--- src/rtl/rotary_encoder_counter.sv ---
// rtl/rotary_encoder_counter.sv - quadrature encoder detent decoder with bounded position register
// Optional step acceleration is enabled by defining ROTARY_ENCODER_COUNTER_ACCEL_EN.
module rotary_encoder_counter #(
  parameter int SYNC_STAGES   = 2,
  parameter int FILTER_CYCLES = 2,
  parameter int COUNT_WIDTH   = 8,
  parameter int COUNT_MIN     = 0,
  parameter int COUNT_MAX     = 255,
  parameter int WRAP          = 1,
  parameter int ACCEL_WINDOW  = 1000,
  parameter int ACCEL_STEP    = 4
) (
  input  logic                   i_clk,
  input  logic                   i_rst_n,
  input  logic                   i_phase_a,
  input  logic                   i_phase_b,
  input  logic                   i_load,
  input  logic [COUNT_WIDTH-1:0] ia_load_value,
  output logic                   o_step,
  output logic                   o_step_cw,
  output logic [COUNT_WIDTH-1:0] oa_count,
  output logic                   o_at_limit
);

  localparam int RUN_W = $clog2(FILTER_CYCLES + 1);
  localparam int EW    = COUNT_WIDTH + 2;
  localparam logic signed [EW-1:0] MIN_S  = EW'(COUNT_MIN);
  localparam logic signed [EW-1:0] MAX_S  = EW'(COUNT_MAX);
  localparam logic signed [EW-1:0] SPAN_S = EW'(COUNT_MAX - COUNT_MIN + 1);

  typedef enum logic [2:0] {
    S_WAIT_IDLE,
    S_IDLE,
    S_CW_ENTER,
    S_CW_EXIT,
    S_CCW_ENTER,
    S_CCW_EXIT
  } state_t;

  logic [SYNC_STAGES-1:0] sync_a;
  logic [SYNC_STAGES-1:0] sync_b;
  logic [1:0]             synced;
  logic [1:0]             cand;
  logic [1:0]             filt;
  logic [RUN_W-1:0]       run;
  logic [RUN_W-1:0]       run_next;
  state_t                 state;
  state_t                 state_next;
  logic                   fire;
  logic                   fire_cw;
  logic signed [EW-1:0]   inc;
  logic signed [EW-1:0]   cur;
  logic signed [EW-1:0]   up;
  logic signed [EW-1:0]   dn;
  logic signed [EW-1:0]   up_lim;
  logic signed [EW-1:0]   dn_lim;
  logic signed [EW-1:0]   ld;
  logic signed [EW-1:0]   ld_clamped;

  assign synced = {sync_b[SYNC_STAGES-1], sync_a[SYNC_STAGES-1]};

  // Run length of the synchronised value, saturating at FILTER_CYCLES.
  always_comb begin
    run_next = RUN_W'(1);
    if (synced == cand) begin
      run_next = (run == RUN_W'(FILTER_CYCLES)) ? run : run + 1'b1;
    end
  end

  always_ff @(posedge i_clk) begin
    if (!i_rst_n) begin
      sync_a <= '0;
      sync_b <= '0;
      cand   <= 2'b00;
      run    <= '0;
      filt   <= 2'b00;
    end else begin
      sync_a <= {sync_a[SYNC_STAGES-2:0], i_phase_a};
      sync_b <= {sync_b[SYNC_STAGES-2:0], i_phase_b};
      cand   <= synced;
      run    <= run_next;
      if (run_next == RUN_W'(FILTER_CYCLES)) begin
        filt <= synced;
      end
    end
  end

  always_comb begin
    state_next = state;
    fire       = 1'b0;
    fire_cw    = 1'b0;
    case (state)
      S_WAIT_IDLE: if (filt == 2'b00) state_next = S_IDLE;
      S_IDLE: begin
        case (filt)
          2'b01:   state_next = S_CW_ENTER;
          2'b10:   state_next = S_CCW_ENTER;
          2'b11:   state_next = S_WAIT_IDLE;
          default: state_next = S_IDLE;
        endcase
      end
      S_CW_ENTER: begin
        if (filt == 2'b10)      state_next = S_CW_EXIT;
        else if (filt == 2'b00) state_next = S_IDLE;
      end
      S_CW_EXIT: begin
        if (filt == 2'b00) begin
          state_next = S_IDLE;
          fire       = 1'b1;
          fire_cw    = 1'b1;
        end else if (filt != 2'b10) begin
          state_next = S_CW_ENTER;
        end
      end
      S_CCW_ENTER: begin
        if (filt == 2'b01)      state_next = S_CCW_EXIT;
        else if (filt == 2'b00) state_next = S_IDLE;
      end
      S_CCW_EXIT: begin
        if (filt == 2'b00) begin
          state_next = S_IDLE;
          fire       = 1'b1;
        end else if (filt != 2'b01) begin
          state_next = S_CCW_ENTER;
        end
      end
      default: state_next = S_WAIT_IDLE;
    endcase
  end

`ifdef ROTARY_ENCODER_COUNTER_ACCEL_EN
  localparam int TW = $clog2(ACCEL_WINDOW + 1);

  logic [TW-1:0] timer;
  logic          last_cw;

  // Timer starts expired so the first step after reset always moves by one.
  always_ff @(posedge i_clk) begin
    if (!i_rst_n) begin
      timer   <= TW'(ACCEL_WINDOW);
      last_cw <= 1'b0;
    end else if (fire) begin
      timer   <= '0;
      last_cw <= fire_cw;
    end else if (timer != TW'(ACCEL_WINDOW)) begin
      timer <= timer + 1'b1;
    end
  end

  assign inc = ((fire_cw == last_cw) && (timer < TW'(ACCEL_WINDOW))) ? EW'(ACCEL_STEP) : EW'(1);
`else
  logic unused_accel;

  assign inc          = EW'(1);
  assign unused_accel = ^{ACCEL_WINDOW, ACCEL_STEP};
`endif

  // Signed arithmetic with two guard bits keeps over/underflow visible before limiting.
  always_comb begin
    cur    = $signed({2'b00, oa_count});
    up     = cur + inc;
    dn     = cur - inc;
    up_lim = up;
    dn_lim = dn;
    if (up > MAX_S) up_lim = (WRAP != 0) ? up - SPAN_S : MAX_S;
    if (dn < MIN_S) dn_lim = (WRAP != 0) ? dn + SPAN_S : MIN_S;
    ld         = $signed({2'b00, ia_load_value});
    ld_clamped = ld;
    if (ld < MIN_S)      ld_clamped = MIN_S;
    else if (ld > MAX_S) ld_clamped = MAX_S;
  end

  always_ff @(posedge i_clk) begin
    if (!i_rst_n) begin
      state     <= S_WAIT_IDLE;
      o_step    <= 1'b0;
      o_step_cw <= 1'b0;
      oa_count  <= COUNT_WIDTH'(COUNT_MIN);
    end else begin
      state     <= state_next;
      o_step    <= fire;
      o_step_cw <= fire_cw;
      if (i_load) begin
        oa_count <= COUNT_WIDTH'(ld_clamped);
      end else if (fire) begin
        oa_count <= COUNT_WIDTH'(fire_cw ? up_lim : dn_lim);
      end
    end
  end

  assign o_at_limit = (oa_count == COUNT_WIDTH'(COUNT_MIN)) || (oa_count == COUNT_WIDTH'(COUNT_MAX));

endmodule
--- config.mk ---
export PLATFORM = sky130hd
export DESIGN_NAME = rotary_encoder_counter
export DESIGN_NICKNAME = d
export VERILOG_FILES = /design/src/rtl/rotary_encoder_counter.sv
export SDC_FILE = /design/constraint.sdc
export NUM_CORES = 1
export LEC_CHECK = 0
export CAP_MARGIN = 25
export CORE_UTILIZATION = 34
export CTS_CLUSTER_SIZE = 30
export DETAILED_ROUTE_END_ITERATION = 6
export PLACE_DENSITY = 0.61
export SLEW_MARGIN = 40
export SYNTH_ARGS = -nofsm -noshare
export SYNTH_HDL_FRONTEND = slang
export SYNTH_SLANG_ARGS = --single-unit
--- constraint.sdc ---
create_clock -name i_clk -period 5.1 [get_ports i_clk]
set_input_delay 0.765 -clock i_clk [delete_from_list [all_inputs] [get_ports i_clk]]
set_output_delay 0.765 -clock i_clk [all_outputs]
set_load 0.005 [all_outputs]
== Word-level counts from Yosys, hierarchy flattened ==
Index checks and enable logic that the tools add are counted.
Storage, ports and cells
  register bits: 23
  input port bits: 13
  output and inout port bits: 11
  word-level logic and storage cells: 58
Operators by class
  add/sub/neg operators: 5
  $lt $le $gt $ge: 2
  equal/unequal tests: 16
  multiplexer cells: 19
  reductions and logical operators: 7
Operator list (number)
  2-to-1 mux 8 bit: 5
  2-to-1 mux 3 bit: 7
  case mux 3 bit (6 select lines): 1
  adder 8 x 1 -> 9 bit, second input constant: 1
  greater-than comparator 9 x 8 -> 1 bit, second input constant: 1
  < comparator 9 x 1 -> 1 bit, second input constant: 1
  case mux 3 bit (3 select lines): 1
  subtractor 8 x 1 -> 9 bit, second input constant: 1
  adder 8 x 1 -> 8 bit, second input constant: 1
  == test 2 bit, second input constant: 4
  == test 8 bit, second input constant: 1
  logical NOT 8 bit: 1
  subtractor 8 x 1 -> 8 bit, second input constant: 1
  == test 3 x 2 -> 1 bit, second input constant: 2
  == test 3 bit, second input constant: 2
  inequality test 3 bit, second input constant: 2
  2-to-1 mux 2 bit: 2
  == test 3 x 1 -> 1 bit, second input constant: 1
  logical NOT 3 bit: 1
  2-to-1 mux 1 bit: 3
  adder 2 x 1 -> 2 bit, second input constant: 1
  == test 2 x 1 -> 1 bit, second input constant: 1
  == test 2 bit: 1
  logical NOT 2 bit: 1
  other kinds (6): 6

== Longest topological paths before layout ==
Gate-level depths: netlist of run 1.
  depth in word-level cells: 6
  depth in mapped cells: 8

== Worst setup path before layout of run 1 ==
No wires, ideal clock.
  kind: register to register
  start: reg state[2]
  end: reg oa_count[7]
  data arrival time: 1.993 ns
  slack: 2.984 ns
  cell stages (with the launch flop): 9
  clock period less this slack: 2.116 ns
  cells stage by stage: dfxtp_1 -> nor2_1 -> nand4_1 -> ha_1 -> a211oi_1 -> o31ai_1 -> o31ai_1 -> xnor2_1 -> o22ai_1
Between the ends
  cells in the longest elaborated chain, start to end: 5
Ends and longest elaborated chain
  from (decl): line 47  | state_t state;
  from (signal assigned): line 180  | state <= state_next;
  == test 3 x 2 -> 1 bit: line 92  | case (state)
  2-to-1 mux 1 bit: line 92
  2-to-1 mux 8 bit: line 186  | oa_count <= COUNT_WIDTH'(fire_cw ? up_lim : dn_lim);
  2-to-1 mux 8 bit: line 185  | end else if (fire) begin
  2-to-1 mux 8 bit: line 183  | if (i_load) begin
  to (signal assigned): line 178  | oa_count <= COUNT_WIDTH'(COUNT_MIN);
  to (signal assigned): line 184  | oa_count <= COUNT_WIDTH'(ld_clamped);
  to (signal assigned): line 186
  to (decl): line 21  | output logic [COUNT_WIDTH-1:0] oa_count,
Parallel ways exist; a longest one is shown, timed or not. The select of a mux whose other input is x is not followed.
A chain may end at the register's enable or synchronous reset.

== Final worst setup path of run 1 ==
  start: reg state[2]
  end: reg oa_count[5]
The elaborated chain is that of the path after synthesis.

==> results.ini, run 1 <==
[layout]
drive_above_1_share=0.0449
diodes=0
fin_nets=179
final_core_util=0.467
area_delta_synth_final_pct=25.2

[clock_network]
path_clk_slew_ns=0.14
cts.sinks=23
htree_levels=1
post_cts_resized=0
postCtsSetupRepairBufs=0
clockBufferDepth=2
worstSkewPairLatency_ns=0.32
cts_root_buf=clkbuf_4
cts_hold_buf=0
cts-buffers-inserted=3
cts_tree=built

[logic_synthesis]
synth.net_count=154
async_flop_share=0
seq_area_frac_synth=0.392
ys_warn_count=0
synth_area_per_cell_um2=8.90
ys_types=31
synth.cell_area_mm2=0.00117
synth_cells=132
ys_seq_elements=23
synth_edf_count=0
ys.flop_type=dfxtp_1

[sta]
rsz0062_at_grt=no
setup_tns_ns=0
tightest_slew_ns=0.580
setup_viol=0
max_slew_margin=0.612
min_period_ns=2.49
fin_skew_ns=0.00103
fmax_mhz=402
hold_violations=0
slew_viol_final=0
fin_crit_sh=0.487
final.setup.worst_slack_ns=2.61

[drt]
wl_per_cell_um=12.3
drc_errors=0
vias_per_cell=4.93
ant_nets=0
vias=985
dr.pass1.iters=4
drt_wl_total_mm=2.46
drtIter0Drc=20

[critical_path]
worst_r2r_path_depth=8
worstPathRequired_ns=5.33
crit_chain=nor2_1, nand4_1, ha_1, nand2_1, o31ai_1, xnor2_1, o21ai_0, and3_1
worstPathMaxFanout=10
path_buf_inv=0
crit_path_start_kind=flop
rr_startpoint=state[2]
arrival_ns=2.72
r2r_setup_slack_ns=2.61
r2r-end=oa_count[5]
slowest_stage=ha_1
endpoint_kind=flop
path_delay_family=simple AND/OR/NAND/NOR gates
path_class=reg2reg
slowest_delay_ns=0.55

[floorplan]
die-height_um=60.8
start_util=0.373
die_w_um=60.8
io_pins=24
die_area_mm2=0.00369
core.rowCount=20
coreArea_mm2=0.00315

[power]
p_clk_frac=0.246
vdd_drop_max_mv=0.0752
powerDensity_mw_per_mm2=251
p_sw_frac=0.288
seqPwrFrac=0.537
internal_power_mw=0.263
p_leak_nw=0.605
p_comb_frac=0.217
switching_power_mw=0.107

[hold_path]
hold_depth=1
holdPathEnd=sync_b[1]
hold_class=reg2reg
worstHoldStart=sync_b[0]

[place]
dp_hpwl_mm=1.78
numPortBuffers=23
place_ws_ns=2.63
place_congestion=0.719

[global_routing]
grt_use_total=0.153
grt_pass1_vias=901
antenna_found_initial=0
overflow=0
grt_start_max_net_pins=17
grt_pass1_wl_mm=4.11

[status]
status=complete, no violations

[job]
max_cap_viol_count=0

## per-layer routing
| layer | GRT usage | wire length, um |
|---|---|---|
| met2 | 0.235 | 1100 |
| met4 | 0.0779 | 27 |
| met1 | 0.210 | 1250 |
| met5 | 0 | 0 |
| met3 | 0.0192 | 80 |
## state kept, by name (all words and copies together) (netlist names), 2 cells and up
register / cells
state: 3
filt: 2
sync_b: 2
sync_a: 2
run: 2
oa_count: 8
cand: 2
## Yosys cell counts (all sizes together), types with 2 or more instances
master / count / area [um^2]
nor4: 2 / 12.5
nand4: 4 / 31.3
dfxtp: 23 / 460
nor3: 4 / 20.0
nor2: 9 / 33.8
o31ai: 2 / 15.0
nand2b: 4 / 25.0
and3: 3 / 18.8
clkbuf: 2 / 7.51
a211oi: 2 / 15.0
nand2: 9 / 33.8
inv: 6 / 22.5
and2: 7 / 43.8
a21oi: 13 / 68.8
o21ai: 8 / 40.0
o22ai: 2 / 12.5
nand3: 2 / 10.0
xnor2: 6 / 52.6
ha: 8 / 100
mux2i: 3 / 30.0
xor2: 5 / 43.8
## cell type report
class	count	area, um^2
fill	343	1680
tap	44	55.1
sequential	23	460
multi-input combinational	99	669
clock buffer	3	22.5
timing repair buffer	23	230
inverter	7	26.3
clock inverter	1	7.51
## power by group through the flow
stage | clock [mW] | combinational [mW] | sequential, mW
finish | 0.0912 | 0.0802 | 0.199
global route | 0.0997 | 0.0907 | 0.200
floorplan | 0 | 0.0513 | 0.201
global placement | 0 | 0.0785 | 0.202
detailed placement | 0 | 0.0797 | 0.203
CTS | 0.0946 | 0.0806 | 0.199
## through the flow
step	std cells	total power [mW]	area [um^2]	hold WS (ns)
after floorplan	132	0.252	1170	0.412
after global placement	196	0.281	1440	0.418
after detailed placement	196	0.283	1440	0.425
after CTS	200	0.374	1470	0.458
after global routing	200	0.391	1470	0.476
final	200	0.370	1470	0.454
## cells in the final DEF, fill, tap and decap left out, types with 4 or more instances in the layout
cell type,n
dfxtp_1,23
clkdlybuf4s50_1,23
a21oi_1,12
nor2_1,9
nand2_1,9
o21ai_0,8
ha_1,8
and2_1,7
inv_1,6
xnor2_1,6
xor2_1,5
nand2b_1,4
nor3_1,4
## how the worst max path moves through the flow
stage / start / to / slack, ns / cells after the start
CTS: state[2] / oa_count[5] / 2.61 / 8
floorplan: state[2] / oa_count[7] / 2.98 / 8
global route: state[2] / oa_count[5] / 2.45 / 8
finish: state[2] / oa_count[5] / 2.61 / 8
detailed placement: state[2] / oa_count[5] / 2.63 / 8
global placement: i_rst_n / oa_count[6] / 2.62 / 4
## kinds of logic after synthesis
| family | after synthesis | share of synthesized area |
|---|---|---|
| flops | 23 | 0.392 |
| xor+xnor | 11 | 0.0820 |
| simple gates | 45 | 0.203 |
| compound gates | 31 | 0.157 |
| mux | 3 | 0.0256 |
| buf+inv | 10 | 0.0383 |
| fa+ha+maj | 9 | 0.102 |
Power figures use the tool's default switching activity.
==> inputs of run 2 (changes only) <==
Clock period 5.1 ns to 2.49 ns, I/O delays scaled along.
==> run 2 against run 1 <==
Net effect: non-clock buffer count rose by 3; wire length fell by 4.4%; sequential cell count unchanged; worst hold slack worse by 0.0072 ns; register-to-register slack got worse by 2.2 ns; via count grew 0.71%; total power grew 100%; highest routed layer unchanged.
==> results.ini, run 2 (synthesis gave the netlist of run 1 again) <==
[global_routing]
grt_use_total=0.148  ; was 0.153
antenna_found_initial=0  ; unchanged
overflow=0  ; unchanged
grt_pass1_vias=924  ; was 901
grt_start_max_net_pins=17  ; unchanged
grt_pass1_wl_mm=4.02  ; was 4.11 mm

[power]
powerDensity_mw_per_mm2=504  ; was 251 mW/mm^2
p_leak_nw=0.619  ; was 0.605 nW
vdd_drop_max_mv=0.217  ; was 0.0752 mV

[drt]
ant_nets=0  ; unchanged
vias=992  ; was 985
dr.pass1.iters=4  ; unchanged
drtIter0Drc=29  ; was 20
drt_wl_total_mm=2.36  ; was 2.46 mm
vias_per_cell=4.89  ; was 4.93
drc_errors=0  ; unchanged
wl_per_cell_um=11.6  ; was 12.3 um

[clock_network]
post_cts_resized=0  ; unchanged
cts_root_buf=clkbuf_4  ; unchanged
clockBufferDepth=2  ; unchanged
cts_hold_buf=0  ; unchanged
path_clk_slew_ns=0.13  ; was 0.14 ns
cts.sinks=23  ; unchanged
worstSkewPairLatency_ns=0.31  ; was 0.32 ns
cts_tree=built  ; unchanged
cts-buffers-inserted=3  ; unchanged
htree_levels=1  ; unchanged
postCtsSetupRepairBufs=0  ; unchanged

[place]
place_congestion=0.798  ; was 0.719
numPortBuffers=23  ; unchanged
dp_hpwl_mm=1.74  ; was 1.78 mm

[floorplan]
coreArea_mm2=0.00315  ; unchanged
io_pins=24  ; unchanged
core.rowCount=20  ; unchanged
die_area_mm2=0.00369  ; unchanged
die-height_um=60.8  ; unchanged
start_util=0.373  ; unchanged
die_w_um=60.8  ; unchanged

[sta]
slew_viol_final=0  ; unchanged
min_period_ns=2.12  ; was 2.49 ns
rsz0062_at_grt=no  ; unchanged
hold_violations=0  ; unchanged
fmax_mhz=471  ; was 402 MHz
max_slew_margin=0.634  ; was 0.612
hold-worst-slack_ns=0.447  ; was 0.454 ns
setup_viol=0  ; unchanged
fin_crit_sh=0.852  ; was 0.487
fin_skew_ns=0.00167  ; was 0.00103 ns
setup_tns_ns=0  ; unchanged
tightest_slew_ns=0.548  ; was 0.580 ns

[critical_path]
cpMostUsedCell=o31ai_1
path_buf_inv=1  ; was 0
endpoint_kind=flop  ; unchanged
arrival_ns=2.34  ; was 2.72 ns
worst_r2r_path_depth=9  ; was 8
slowest_delay_ns=0.39  ; was 0.55 ns
r2r_setup_slack_ns=0.37  ; was 2.61 ns
path_class=reg2reg  ; unchanged
r2r-end=oa_count[7]  ; was oa_count[5]
crit_path_start_kind=flop  ; unchanged
worstPathRequired_ns=2.71  ; was 5.33 ns
path_delay_family=compound AO/OA/AOI/OAI gates  ; was simple AND/OR/NAND/NOR gates
worstPathMaxFanout=10  ; unchanged
rr_startpoint=state[2]  ; unchanged
slowest_stage=dfxtp_1  ; was ha_1
crit_chain=nor2_1, nand4_1, buf_4, ha_1, a211oi_1, o31ai_1, o31ai_1, xnor2_1, o22ai_1  ; was nor2_1, nand4_1, ha_1, nand2_1, o31ai_1, xnor2_1, o21ai_0, and3_1

[layout]
area_delta_synth_final_pct=27.2  ; was 25.2%
fin_nets=182  ; was 179
top_register=oa_count  ; unchanged
largest_reg_flops=8  ; unchanged
drive_above_1_share=0.0629  ; was 0.0449
final_cell_mix=dfxtp_1, clkdlybuf4s50_1, a21oi_1  ; unchanged
reg_top3=oa_count x8, state x3  ; unchanged
diodes=0  ; unchanged

[job]
max_cap_viol_count=0  ; unchanged

[hold_path]
worstHoldStart=sync_a[0]  ; was sync_b[0]
hold_depth=1  ; unchanged
holdPathEnd=sync_a[1]  ; was sync_b[1]
hold_class=reg2reg  ; unchanged

[status]
status=complete, no violations  ; unchanged

run 2: cell count changes in the layout (fill, tap and decap cells not counted), sizes merged:
cell  previous run  this run
buf              0         3
run 2: metrics by stage:
stage	setup slack, ns	util	power, mW	std cells	area [um^2]
after floorplan	0.374	-	0.516	132	1170
after global placement	0.412	0.464	0.580	199	1460
after detailed placement	0.387	0.464	0.581	199	1460
after CTS	0.358	0.474	0.759	203	1490
after global routing	0.187	0.474	0.803	203	1490
final	0.368	0.474	0.753	203	1490
run 2: final cells by class:
cell class / count / area [um^2]
Fill cell: 328 / 1660
Clock buffer: 3 / 22.5
Multi-Input combinational cell: 99 / 669
Inverter: 7 / 26.3
Clock inverter: 1 / 7.51
Tap cell: 44 / 55.1
Sequential cell: 23 / 460
Timing Repair Buffer: 26 / 253
run 2: worst max-delay path by stage:
stage,from,endpoint,cells after the start
after global placement,state[2],oa_count[7],9
after CTS,state[2],oa_count[7],9
after global routing,state[2],oa_count[7],9
after floorplan,state[2],oa_count[7],8
after detailed placement,state[2],oa_count[7],9
final,state[2],oa_count[7],9
run 2: layer usage:
layer	vias up	share of wire	track usage
met3	5	0.036	0.0256
li1	518	-	-
met1	446	0.52	0.200
met5	-	0	0
met4	0	0.016	0.0584
met2	23	0.43	0.235
run 2: worst register-to-register path: cells and delay by family (launching register included):
kind | cells | cell delay (ns)
AOI/OAI and AO/OA | 4 | 0.76
DFF | 1 | 0.39
xor gates and xnor gates | 1 | 0.17
adders and majority gates | 1 | 0.30
and+or+nand+nor | 2 | 0.21
buffers and inverters | 1 | 0.19
run 2: where the power goes:
| part | internal, mW | switching, mW | total (mW) |
|---|---|---|---|
| combinational | 0.0931 | 0.0741 | 0.167 |
| clock | 0.0614 | 0.117 | 0.178 |
| sequential | 0.387 | 0.0199 | 0.407 |
| total | 0.542 | 0.211 | 0.753 |
==> RTL edit (config.mk and constraints of run 1) <==
The parameter `COUNT_WIDTH` goes from 8 to 12.
--- a/src/rtl/rotary_encoder_counter.sv
+++ b/src/rtl/rotary_encoder_counter.sv
@@ -4,5 +4,5 @@
   parameter int SYNC_STAGES   = 2,
   parameter int FILTER_CYCLES = 2,
-  parameter int COUNT_WIDTH   = 8,
+  parameter int COUNT_WIDTH   = 12,
   parameter int COUNT_MIN     = 0,
   parameter int COUNT_MAX     = 255,
Interface: changed (resized ia_load_value and oa_count); port bits go from 24 to 32. No check against the original RTL was run, so the function may have changed too.
==> RTL edit against run 1 <==
  * First-iteration DRC count rose to 5.1 times the old value
  * Power grew 22%
  * Synthesized area increased by 60%
  * Critical endpoint is now o_at_limit
  * Highest routed layer unchanged
  * Count of clock-buffer cells in the layout is the same
  * Worst setup slack worse by 700 ps
  * Maximum frequency decreased by 22%
  * Via count rose by 76%
  * Sequential cell count is 4 higher
  * Design area is 53% higher
  * Routed wire length grew 80%
==> RTL edit: results (changes against run 1) <==
Synth area leaders dfxtp_1 (29%), ha_1 (5.3%), o221a_2 (4.8%); top cells by count, synth dfxtp_1 (27), nand2_1 (20), nor2_1 (17), a21oi_1 (15), nand3_1 (12); post-synth cell types 51 (+65%); RePlAce Congestion 0.8249 (+15%); first-pass GRT wire length 7458 um (+82%); share of post-route cells with drive strength above 1 8.730% (+4.2 points); pin count of the biggest net entering global routing 24 (+7); Clock Skews 8.297 ps (+7.264 ps); CTS Root Cell clkbuf_8; worst slew pin tran 661.5 ps (+81.36 ps); hpwl dp 3301 um (+85%); CTS clock-pin slew for the worst setup and hold paths 110 ps (-30 ps); Seq/Total Area, Yosys 28.80% (-10 points); biggest regs oa_count (12), state (3); worst-path maximum fanout 12 (+2); Pleak 0.8398 nW (+39%); Filler Cell Count 531 (+55%); vias in the first global route 1555 (+73%); Max IR drop VDD 0.09615 mV (+28%); wire per inst 13.77 um (+12%); ys flop type dfxtp_1; CP arrival 2420 ps (-300 ps); Layout Nets 278 (+55%); vias per cell 5.398 (+9.6%); gr usage total 15.90% (+0.61 points); worst r2r path cells 9 (+1); status complete, no violations
==> RTL edit: per-stage QoR <==
stage / util, % / hold slack [ps] / worst slack [ps] / cell area (um^2) / cells
finish: 43.37 / 443.2 / 1911 / 2257 / 322
global route: 43.37 / 472.7 / 1743 / 2257 / 322
CTS: 43.37 / 447.9 / 1916 / 2257 / 322
global placement: 42.40 / 415.2 / 2145 / 2207 / 318
detailed placement: 42.40 / 422.4 / 2069 / 2207 / 318
floorplan: - / 411.9 / 2739 / 1877 / 233
==> RTL edit: cells by family (layout without fill, tap and decap cells) <==
family / after synthesis / after routing / share of synthesized area, %
AO/OA/AOI/OAI: 55 / 55 / 21.27
XOR/XNOR: 17 / 17 / 7.933
adder cells (fa/ha/maj): 8 / 8 / 5.334
buffers and inverters: 23 / 42 / 5.000
flip-flops: 27 / 27 / 28.80
multiplexers: 1 / 1 / 0.5334
AND/OR/NAND/NOR: 102 / 102 / 31.13
==> RTL edit: final timing paths <==
path / from / endpoint / slack (ps)
worst max-delay path: oa_count[1]$_SDFFE_PN0P_ / o_at_limit / 1910
worst min-delay path: sync_b[0]$_SDFF_PN0_ / sync_b[1]$_SDFF_PN0_ / 440
worst max register to register: oa_count[1]$_SDFFE_PN0P_ / oa_count[8]$_SDFFE_PN0P_ / 2210
worst min register to register: sync_b[0]$_SDFF_PN0_ / sync_b[1]$_SDFF_PN0_ / 440
==> RTL edit: cell type report <==
class | count | area [um^2] | area share [%]
inverters | 7 | 26.28 | 1.164
well taps | 70 | 87.58 | 3.880
multi-input cells | 183 | 1242 | 55.04
clock buffers | 3 | 41.29 | 1.829
clock inverters | 1 | 8.758 | 0.3880
repair buffers | 31 | 310.3 | 13.75
flip-flops and latches | 27 | 540.5 | 23.95
==> RTL edit: worst register-to-register path, stage by stage (launching register included) <==
cell,delay (ps)
dfxtp_1,560
ha_1,390
nand4_4,170
nor2_1,340
xnor2_1,250
ha_1,220
nand2_1,50
nand4bb_1,310
a2111o_1,480
o211ai_2,60
==> RTL edit: per-layer routing <==
layer  global-route usage (%)  share of wire, %
met5                        0                 0
met2                    25.59                44
met3                    3.353               5.1
met1                    21.11                49
met4                    5.000               1.4
==> RTL edit: power by group <==
group / switching (mW) / internal [mW] / leakage (nW) / total, mW
logic: 0.0345 / 0.0440 / 0.592 / 0.0785
clock network: 0.0754 / 0.0575 / 0.0261 / 0.133
registers: 0.0178 / 0.221 / 0.222 / 0.239
